**config.mk**
```make
export PLATFORM = sky130hd
export DESIGN_NAME = fetch_ctrl_flat
export DESIGN_NICKNAME = d
export VERILOG_FILES = /design/src/rtl/fetch_pkg.sv /design/src/rtl/fetch_if.sv /design/src/rtl/fetch_fifo.sv /design/src/rtl/fetch_ctrl.sv /design/src/flat_wrapper.sv
export SDC_FILE = /design/constraint.sdc
export NUM_CORES = 1
export LEC_CHECK = 0
export ABC_AREA = 1
export CAP_MARGIN = 0
export CORE_MARGIN = 2
export CORE_UTILIZATION = 28
export CTS_CLUSTER_DIAMETER = 40
export DETAILED_ROUTE_END_ITERATION = 10
export HOLD_SLACK_MARGIN = 0.02
export SLEW_MARGIN = 5
export SYNTH_ARGS = -nofsm -noshare
export SYNTH_HDL_FRONTEND = slang
export SYNTH_SLANG_ARGS = --single-unit
```
**constraint.sdc**
```tcl
create_clock -name i_clk -period 10.5 [get_ports i_clk]
set_clock_uncertainty 0.05 [all_clocks]
set_input_delay 2.1 -clock i_clk [delete_from_list [all_inputs] [get_ports i_clk]]
set_output_delay 2.1 -clock i_clk [all_outputs]
set_load 0.005 [all_outputs]
```
**src/rtl/fetch_pkg.sv**
```systemverilog
// Shared types and constants for the instruction fetch unit.
package fetch_pkg;

    typedef enum logic [1:0] {
        IDLE,
        REQ,
        WAIT,
        SQUASH
    } fetch_state_t;

    typedef enum logic [1:0] {
        REDIR_NONE,
        REDIR_TRAP,
        REDIR_BR,
        REDIR_JUMP
    } redir_t;

    localparam logic [31:0] INST_NOP = 32'h00000013;
    localparam logic [2:0]  PC_STEP  = 3'd4;

    typedef struct packed {
        logic [31:0] pc;
        logic [31:0] inst;
    } fetch_entry_t;

    // Trap outranks branch, branch outranks jump.
    function automatic redir_t redir_cause(
        input logic trap,
        input logic br,
        input logic jump
    );
        redir_t c;
        c = REDIR_NONE;
        if (trap)
            c = REDIR_TRAP;
        else if (br)
            c = REDIR_BR;
        else if (jump)
            c = REDIR_JUMP;
        return c;
    endfunction

endpackage

```
**src/rtl/fetch_if.sv**
```systemverilog
// Instruction memory req/gnt/rvalid bus between fetch and imem.
interface fetch_if;

    logic        imem_req;
    logic [31:0] imem_addr;
    logic        imem_gnt;
    logic        imem_rvalid;
    logic [31:0] imem_rdata;

    modport master (
        output imem_req,
        output imem_addr,
        input  imem_gnt,
        input  imem_rvalid,
        input  imem_rdata
    );

    modport slave (
        input  imem_req,
        input  imem_addr,
        output imem_gnt,
        output imem_rvalid,
        output imem_rdata
    );

endinterface

```
**src/rtl/fetch_fifo.sv**
```systemverilog
// Small {pc, inst} buffer between fetch and decode.
module fetch_fifo
    import fetch_pkg::*;
#(
    parameter int DEPTH = 2
) (
    input  logic                       i_clk,
    input  logic                       i_rst,
    input  logic                       i_clear,
    input  logic                       i_push,
    input  fetch_entry_t               i_din,
    input  logic                       i_pop,
    output fetch_entry_t               o_head,
    output logic                       o_valid,
    output logic [$clog2(DEPTH+1)-1:0] o_count
);

    localparam int AW = (DEPTH > 1) ? $clog2(DEPTH) : 1;
    localparam int CW = $clog2(DEPTH + 1);

    fetch_entry_t    mem [DEPTH];
    logic [AW-1:0]   rd_ptr;
    logic [AW-1:0]   wr_ptr;
    logic [CW-1:0]   count;
    logic            do_push;
    logic            do_pop;

    assign do_pop  = i_pop && (count != '0);
    assign do_push = i_push && ((count != CW'(DEPTH)) || do_pop);

    function automatic logic [AW-1:0] wrap_inc(input logic [AW-1:0] p);
        return (p == AW'(DEPTH - 1)) ? '0 : p + 1'b1;
    endfunction

    always_ff @(posedge i_clk or posedge i_rst) begin
        if (i_rst) begin
            rd_ptr <= '0;
            wr_ptr <= '0;
            count  <= '0;
            for (int i = 0; i < DEPTH; i++)
                mem[i] <= '0;
        end else if (i_clear) begin
            rd_ptr <= '0;
            wr_ptr <= '0;
            count  <= '0;
        end else begin
            if (do_push) begin
                mem[wr_ptr] <= i_din;
                wr_ptr      <= wrap_inc(wr_ptr);
            end
            if (do_pop)
                rd_ptr <= wrap_inc(rd_ptr);
            count <= count + CW'(do_push) - CW'(do_pop);
        end
    end

    assign o_head  = mem[rd_ptr];
    assign o_valid = (count != '0);
    assign o_count = count;

endmodule

```
**src/rtl/fetch_ctrl.sv**
```systemverilog
// Fetch sequencer: pc, redirect arbitration, outstanding/stale tracking.
module fetch_ctrl
    import fetch_pkg::*;
#(
    parameter logic [31:0] RESET_ADDR = 32'h00000000,
    parameter int          FIFO_DEPTH = 2
) (
    input  logic        i_clk,
    input  logic        i_rst,
    input  logic        i_trap,
    input  logic [31:0] i_trap_target,
    input  logic        i_br_taken,
    input  logic [31:0] i_br_target,
    input  logic        i_jump,
    input  logic [31:0] i_jump_target,
    input  logic        i_halt,
    fetch_if.master     imem,
    output logic        o_inst_valid,
    output logic [31:0] o_inst,
    output logic [31:0] o_inst_pc,
    input  logic        i_id_ready,
    output logic        o_flush,
    output logic        o_misalign
);

    localparam int CW = $clog2(FIFO_DEPTH + 1);

    fetch_state_t  state;
    fetch_state_t  state_n;
    fetch_state_t  issue_st;
    redir_t        cause;
    logic          redirect;
    logic [31:0]   target;
    logic [31:0]   pc;
    logic [31:0]   resp_pc;
    logic [CW-1:0] outst;
    logic [CW-1:0] outst_n;
    logic [CW-1:0] drop;
    logic [CW-1:0] drop_n;
    logic [CW-1:0] buf_cnt;
    logic [CW-1:0] buf_n;
    logic [CW:0]   credit_sum;
    logic          credit_ok;
    logic          fire;
    logic          rv_acc;
    logic          push;
    logic          pop;
    logic          head_valid;
    fetch_entry_t  head;
    fetch_entry_t  din;

    assign cause    = redir_cause(i_trap, i_br_taken, i_jump);
    assign redirect = (cause != REDIR_NONE);

    always_comb begin
        target = pc;
        unique case (cause)
            REDIR_TRAP: target = i_trap_target;
            REDIR_BR:   target = i_br_target;
            REDIR_JUMP: target = i_jump_target;
            default:    target = pc;
        endcase
    end

    // Responses return in order, so stale ones always precede live ones.
    assign fire   = (state == REQ) && imem.imem_gnt;
    assign rv_acc = imem.imem_rvalid && (outst != '0);
    assign push   = rv_acc && (drop == '0) && !redirect;
    assign pop    = head_valid && i_id_ready;

    assign outst_n = outst + CW'(fire) - CW'(rv_acc);
    assign buf_n   = redirect ? '0
                   : buf_cnt + CW'(push) - CW'(pop);
    assign drop_n  = redirect ? outst_n
                   : drop - CW'(rv_acc && (drop != '0));

    assign credit_sum = {1'b0, buf_n} + {1'b0, outst_n};
    assign credit_ok  = credit_sum < (CW+1)'(FIFO_DEPTH);

    assign din.pc   = resp_pc;
    assign din.inst = imem.imem_rdata;

    fetch_fifo #(
        .DEPTH (FIFO_DEPTH)
    ) u_fifo (
        .i_clk   (i_clk),
        .i_rst   (i_rst),
        .i_clear (redirect),
        .i_push  (push),
        .i_din   (din),
        .i_pop   (pop),
        .o_head  (head),
        .o_valid (head_valid),
        .o_count (buf_cnt)
    );

    always_ff @(posedge i_clk or posedge i_rst) begin
        if (i_rst)
            state <= IDLE;
        else
            state <= state_n;
    end

    always_comb begin
        state_n  = state;
        issue_st = IDLE;
        if (credit_ok && !i_halt)
            issue_st = REQ;
        else if (outst_n != '0)
            issue_st = WAIT;
        if (redirect) begin
            if (state == REQ && !fire && !i_halt)
                state_n = REQ;
            else if (outst_n != '0)
                state_n = SQUASH;
            else
                state_n = issue_st;
        end else begin
            unique case (state)
                REQ:     state_n = fire ? issue_st : REQ;
                SQUASH:  state_n = (drop_n == '0) ? issue_st : SQUASH;
                default: state_n = issue_st;
            endcase
        end
    end

    always_ff @(posedge i_clk or posedge i_rst) begin
        if (i_rst) begin
            pc      <= RESET_ADDR;
            resp_pc <= RESET_ADDR;
            outst   <= '0;
            drop    <= '0;
        end else begin
            outst <= outst_n;
            drop  <= drop_n;
            if (redirect) begin
                pc      <= {target[31:2], 2'b00};
                resp_pc <= {target[31:2], 2'b00};
            end else begin
                if (fire)
                    pc <= pc + 32'(PC_STEP);
                if (push)
                    resp_pc <= resp_pc + 32'(PC_STEP);
            end
        end
    end

    always_comb begin
        imem.imem_req  = (state == REQ);
        imem.imem_addr = pc;
        o_inst_valid   = head_valid;
        o_inst         = head.inst;
        o_inst_pc      = head.pc;
        o_flush        = redirect;
        o_misalign     = redirect && (target[1:0] != 2'b00);
    end

endmodule

```
**src/flat_wrapper.sv**
```systemverilog
// flat-port wrapper written by rule: the top's interface ports become plain ports
module fetch_ctrl_flat import fetch_pkg::*;
#(
    parameter logic [31:0] RESET_ADDR = 32'h00000000,
    parameter int          FIFO_DEPTH = 2
)
  (i_clk, i_rst, i_trap, i_trap_target, i_br_taken, i_br_target, i_jump, i_jump_target, i_halt, o_inst_valid, o_inst, o_inst_pc, i_id_ready, o_flush, o_misalign, imem_imem_req, imem_imem_addr, imem_imem_gnt, imem_imem_rvalid, imem_imem_rdata);
  fetch_if imem_i ();
  input  logic i_clk;
  input  logic i_rst;
  input  logic i_trap;
  input  logic [31:0] i_trap_target;
  input  logic i_br_taken;
  input  logic [31:0] i_br_target;
  input  logic i_jump;
  input  logic [31:0] i_jump_target;
  input  logic i_halt;
  output logic o_inst_valid;
  output logic [31:0] o_inst;
  output logic [31:0] o_inst_pc;
  input  logic i_id_ready;
  output logic o_flush;
  output logic o_misalign;
  output wire logic [$bits(imem_i.imem_req)-1:0] imem_imem_req;
  output wire logic [$bits(imem_i.imem_addr)-1:0] imem_imem_addr;
  input wire logic [$bits(imem_i.imem_gnt)-1:0] imem_imem_gnt;
  input wire logic [$bits(imem_i.imem_rvalid)-1:0] imem_imem_rvalid;
  input wire logic [$bits(imem_i.imem_rdata)-1:0] imem_imem_rdata;
  assign imem_imem_req = imem_i.imem_req;
  assign imem_imem_addr = imem_i.imem_addr;
  assign imem_i.imem_gnt = imem_imem_gnt;
  assign imem_i.imem_rvalid = imem_imem_rvalid;
  assign imem_i.imem_rdata = imem_imem_rdata;
  fetch_ctrl #(.RESET_ADDR(RESET_ADDR), .FIFO_DEPTH(FIFO_DEPTH)) u_core (.i_clk(i_clk), .i_rst(i_rst), .i_trap(i_trap), .i_trap_target(i_trap_target), .i_br_taken(i_br_taken), .i_br_target(i_br_target), .i_jump(i_jump), .i_jump_target(i_jump_target), .i_halt(i_halt), .imem(imem_i), .o_inst_valid(o_inst_valid), .o_inst(o_inst), .o_inst_pc(o_inst_pc), .i_id_ready(i_id_ready), .o_flush(o_flush), .o_misalign(o_misalign));
endmodule
```
# Yosys cells after proc, flatten, opt, wreduce, memory -nomap -nowiden
# Index checks and enable logic that the tools add are counted.
# totals
register_bits,202
output_inout_bits,100
latch_bits,0
romBits,0
memories,0
mem_bits_rw,0
inputBits,137
# classes
add_sub_neg,12
bitwise_logic,3
n_shift,0
n_eq_ne,6
magnitude_cmp,4
div,0
n_reduce_logical,30
mux,31
multipliers,0
# op_table
op,count
2-to-1 mux 64 bit,4
bitwise mux 128 bit,1
2-to-1 mux 32 bit,4
case mux 32 bit (3 select lines),1
adder 32 x 3 -> 32 bit (second input constant),2
demux 64 bit (select 1 bit),1
2-to-1 mux 2 bit,13
nonzero test 2 bit,10
logical AND 1 bit,13
subtractor 2 x 1 -> 2 bit,4
adder 2 x 1 -> 2 bit,3
equality test 2 bit (second input constant),3
2-to-1 mux 1 bit,6
equality test 2 x 1 -> 1 bit (second input constant),2
greater-or-equal comparator 2 bit (second input constant),2
logical NOT 2 bit,2
NOT 1 -> 2 bit,2
case mux 2 bit (2 select lines),1
adder 2 x 2 -> 3 bit,1
logical NOT 1 bit,3
< comparator 3 x 2 -> 1 bit (second input constant),1
adder 1 bit (second input constant),2
< comparator 2 x 1 -> 1 bit (second input constant),1
!= test 2 bit (second input constant),1
other kinds (3),3

# Depth between registers and ports, before layout
# depth
depth_word,16
mapped_depth,15
depth_no_buf,15

# Cells and area by module
# A second synthesis with hierarchy kept.
# unflattened
cells_unflattened,1709
area_unflattened_um2,11825.1
# modules_own_cells
mod,area_each_um2,seq_area_each_um2,n_inst,cells_per_inst
fetch_fifo,6391.1,3303.2,1,811
fetch_ctrl,5434.0,1651.6,1,898

# Least setup slack after synthesis
# No wires, ideal clock.
# synth_timing
path_kind,input port to output port
startpoint,in i_br_taken
endpoint,out o_misalign
path_slack_ns,5.503
required_ns,8.350
arrival_ns,2.847
stages,7
path_cell_list,inv_1 -> nand2_1 -> nor2_1 -> buf_2 -> buf_2 -> o21ai_0 -> nand3_1
# synth_between
elab_chain_len,6
word_cells_on_any_way,9
# synth_rtl
item,line_no,text
"start, declared",flat_wrapper.sv:13,input logic i_br_taken;
2-to-1 mux 2 bit *,fetch_pkg.sv:36,else if (br)
2-to-1 mux 2 bit *,fetch_pkg.sv:34,if (trap)
equality test 2 bit or equality test 2 x 1 -> 1 bit (tied branches),fetch_ctrl.sv:57,unique case (cause)
case mux 32 bit (3 select lines),fetch_ctrl.sv:57,
nonzero test 2 bit,fetch_ctrl.sv:155,o_misalign = redirect && (target[1:0] != 2'b00);
logical AND 1 bit *,fetch_ctrl.sv:155,
"end, declared",flat_wrapper.sv:23,output logic o_misalign;
# Mark *: on every way between the ends. The rest lies on a longest branch, timed or not.

# Final worst setup path
# layout_timing
startpoint,in i_trap
endpoint,out o_misalign
# layout_between
elab_chain_len,5
word_cells_on_any_way,8
# layout_rtl
item,line_no,text
"start, declared",flat_wrapper.sv:11,input logic i_trap;
2-to-1 mux 2 bit *,fetch_pkg.sv:34,
equality test 2 bit or equality test 2 x 1 -> 1 bit (tied branches),fetch_ctrl.sv:57,
case mux 32 bit (3 select lines),fetch_ctrl.sv:57,
nonzero test 2 bit,fetch_ctrl.sv:155,
logical AND 1 bit *,fetch_ctrl.sv:155,
# Marked as above.

==> impl_summary.log <==
INFO  metric outcome = completed
INFO  metric critical_path_rt = 8.35 ns
INFO  metric ys_warn_count = 0
INFO  metric cts.clk_slew.worst_paths = 0.07 ns
INFO  metric routed_wire_length_per_instance = 15.3 um
INFO  metric timing.final.max_slew_violations = 0
INFO  metric arrival_time_of_data_at_the_critical_path_endpoint = 4.48 ns
INFO  metric post_synth_instance_area = 10,900 um^2
INFO  metric critPathCaptureType = output pin
INFO  metric crit_path_max_fanout = 31
INFO  metric starting_utilization_of_the_core_area = 0.284
INFO  metric floorplan.rows = 72
INFO  metric powerDensity = 173 nW/um^2
INFO  metric dr.max_layer_used = met4
INFO  metric syn_inst = 1,545
INFO  metric dieWidth = 202 um
INFO  metric fmaxAchievable = 151 MHz
INFO  metric final-hold-violation-count = 0
INFO  metric largest_net_degree_at_the_start_of_global_routing = 126
INFO  metric clock-root-buffer = sky130_fd_sc_hd__clkbuf_16
INFO  metric yosysUniqueCellTypes = 41
INFO  metric initialDrtViolationCount = 704
INFO  metric cts_made_buffers = 17
INFO  metric power_frac_seq = 0.407
INFO  metric sw_frac_of_total = 0.335
INFO  metric tritoncts = built
INFO  metric setup-tns-final = 0 ns
INFO  metric global_route_wire_length_before_repair = 54,600 um
INFO  metric post_cts_resized = 0
INFO  metric gpl.final_weighted_congestion = 0.904
INFO  metric ys_ff_latch = 194
INFO  metric post-cts-setup-buffer-count = 0
INFO  metric detailroute.wirelength.met3 = 2340 um
INFO  metric comb_power_share = 0.312
INFO  metric met2RoutedLength = 15,100 um
INFO  metric remaining_drc_errors = 0
INFO  metric die_span_y = 202 um
INFO  metric path_type_of_the_worst_setup_path = input port to output pin
INFO  metric hold_buffers = 0
INFO  metric setup.reg_to_reg.worst_slack = 7.44 ns
INFO  metric synth.yosys.seq_area_share = 0.444
INFO  metric rsz0062_at_grt = no
INFO  metric fin_crit_sh = 0.632
INFO  metric total_via_count_in_the_routed_design = 10,500
INFO  metric setup_viol = 0
INFO  metric coreArea = 38,600 um^2
INFO  metric n_antenna_cell = 0
INFO  metric groute.usage.overall = 0.171
INFO  metric leakage = 0.00655 uW
INFO  metric synth_flop_cell = sky130_fd_sc_hd__dfrtp_1
INFO  metric place.detailed.hpwl = 25,000 um
INFO  metric max_slew_margin = 0.261
INFO  metric hold_path_class = flop to flop
INFO  metric num-nets-final = 1,882
INFO  metric grt-ovfl-total = 0
INFO  metric first_global_vias = 10,000
INFO  metric fraction_of_layout_instances_using_a_drive_strength_above_1 = 0.0389
INFO  metric detail-route-antenna-nets = 0
INFO  metric totalWireLength = 34,600 um
INFO  metric h-tree-depth = 4
INFO  metric ir_worst_vdd = 0.000103 V
INFO  metric power.switching = 820 uW
INFO  metric port-buffer-count = 232
INFO  metric layout.filler_cells = 4,166
INFO  metric tritoncts_num_sinks = 194
INFO  metric synth_edf_count = 0
INFO  metric layout.core_utilization = 0.368
INFO  metric syn2layout_area_growth = 29.7%
INFO  metric boundaryPins = 237
INFO  metric ys_async_sr_fraction = 1.00
INFO  metric tightestPinTransition = 1.11 ns
INFO  metric power.share.clock = 0.281
INFO  metric cp-start-kind = input port
INFO  metric internal-power = 1630 uW
INFO  metric met1Wirelength = 16,300 um
INFO  metric report.power.total = 2450 uW
INFO  metric viasPerCell = 4.63
INFO  metric hold-worst-slack = 0.436 ns
INFO  metric cap_violations = 0
INFO  metric antenna_violations_before_repair = 0
INFO  metric dieArea = 40,600 um^2
INFO  metric synthesis.area_per_instance = 7.08 um^2
INFO  metric cts-root-to-sink-buffers = 2
INFO  metric worst_skew_pair_latency = 0.45 ns
INFO  metric drt_pass1_iterations = 5
INFO  metric post-route-min-period = 6.63 ns
## critical path, stage by stage
cell and delay (ns):
sky130_fd_sc_hd__clkdlybuf4s50_1 0.39, sky130_fd_sc_hd__buf_4 0.23, sky130_fd_sc_hd__nor2_2 0.88, sky130_fd_sc_hd__o21ai_0 0.22, sky130_fd_sc_hd__nand3_1 0.15, sky130_fd_sc_hd__clkdlybuf4s50_1 0.51
## through the flow
stage | area [um^2] | cells | worst slack, ns
2_1_floorplan | 10900 | 1548 | 3.07
3_3_place_gp | 13600 | 2234 | 3.87
3_5_place_dp | 13600 | 2234 | 3.85
4_1_cts | 14200 | 2266 | 3.84
5_1_grt | 14200 | 2266 | 3.67
6_report | 14200 | 2266 | 3.87
## power by group through the flow
stage / combinational [uW] / sequential, uW / clock (uW)
5_1_grt: 862 / 1010 / 734
3_3_place_gp: 761 / 1000 / 0
6_report: 764 / 995 / 689
4_1_cts: 775 / 993 / 704
3_5_place_dp: 772 / 1010 / 0
2_1_floorplan: 382 / 982 / 0
## metal layers
metal  global-route usage  vias to the layer above
met5                    0                        -
met4               0.0525                        0
met3               0.0373                       38
met2                0.265                      356
met1                0.237                     4840
li1                     -                     5251
## layout by cell type (no fill, tap or decap), types with 10 or more instances in the layout
master and count:
sky130_fd_sc_hd__a22oi_1 17, sky130_fd_sc_hd__dfrtp_1 193, sky130_fd_sc_hd__o21ai_1 69, sky130_fd_sc_hd__inv_1 137, sky130_fd_sc_hd__nand3_1 72, sky130_fd_sc_hd__nor2_1 169
sky130_fd_sc_hd__a21oi_1 46, sky130_fd_sc_hd__nand4_1 10, sky130_fd_sc_hd__o21ai_0 78, sky130_fd_sc_hd__clkbuf_16 17, sky130_fd_sc_hd__clkdlybuf4s50_1 232, sky130_fd_sc_hd__nand2_1 595
## Yosys cell counts, types with 5 or more instances
| master | number | area [um^2] |
|---|---|---|
| sky130_fd_sc_hd__nor2_2 | 5 | 31.3 |
| sky130_fd_sc_hd__a31oi_1 | 5 | 31.3 |
| sky130_fd_sc_hd__buf_4 | 6 | 45.0 |
| sky130_fd_sc_hd__dfrtp_1 | 194 | 4850 |
| sky130_fd_sc_hd__nand3_1 | 72 | 360 |
| sky130_fd_sc_hd__inv_1 | 138 | 518 |
| sky130_fd_sc_hd__a22oi_1 | 17 | 128 |
| sky130_fd_sc_hd__nand2_1 | 595 | 2230 |
| sky130_fd_sc_hd__buf_6 | 14 | 158 |
| sky130_fd_sc_hd__nor2_1 | 171 | 642 |
| sky130_fd_sc_hd__a21oi_1 | 46 | 230 |
| sky130_fd_sc_hd__nor3_1 | 6 | 30.0 |
| sky130_fd_sc_hd__o21ai_0 | 78 | 390 |
| sky130_fd_sc_hd__xor2_1 | 9 | 78.8 |
| sky130_fd_sc_hd__o21ai_1 | 69 | 345 |
| sky130_fd_sc_hd__nand4_1 | 10 | 62.6 |
| sky130_fd_sc_hd__o21ai_2 | 6 | 52.6 |
| sky130_fd_sc_hd__o211ai_1 | 8 | 60.1 |
| sky130_fd_sc_hd__ha_1 | 9 | 113 |
| sky130_fd_sc_hd__buf_2 | 22 | 110 |
| sky130_fd_sc_hd__clkbuf_1 | 25 | 93.8 |
## cell type report
cell class,instances,area (um^2),area share
multi-input combinational,1142,5140,0.363
sequential,194,4860,0.343
timing repair buffer,240,2380,0.168
tap,518,648,0.0457
inverter,140,533,0.0376
clock buffer,18,429,0.0303
clock inverter,14,186,0.0132
## path summary, 6_finish.rpt
| check | startpoint | endpoint | depth (start not counted) |
|---|---|---|---|
| hold reg to reg | u_core.u_fifo.mem[49] | u_core.u_fifo.mem[49] | 2 |
| min in group asynchronous | i_rst | u_core.u_fifo.mem[36] | 2 |
| setup reg to reg | u_core.outst[1] | u_core.state[1] | 15 |
| max in group asynchronous | i_rst | u_core.u_fifo.mem[117] | 3 |
| hold / removal | u_core.u_fifo.mem[49] | u_core.u_fifo.mem[49] | 2 |
| setup / recovery | i_trap | o_misalign | 6 |
## sequential cells by signal, summed over array words and instances (netlist names)
name	count
u_core.drop	2
u_core.imem.imem_addr	30
u_core.outst	2
u_core.resp_pc	30
u_core.state	2
u_core.u_fifo.mem	124
u_core.u_fifo.o_count	2
u_core.u_fifo.rd_ptr	1
u_core.u_fifo.wr_ptr	1
## cell families (layout without fill, tap and decap cells)
| group | count (synthesis) | count (layout) | synth area share |
|---|---|---|---|
| other cells | 1 | 4 | 0.000343 |
| buf+inv | 212 | 412 | 0.0871 |
| simple gates | 878 | 878 | 0.327 |
| xor+xnor | 13 | 13 | 0.0104 |
| flops | 194 | 194 | 0.444 |
| fa+ha+maj | 10 | 10 | 0.0121 |
| compound gates | 237 | 237 | 0.119 |
(Power assumes the default switching activity.)
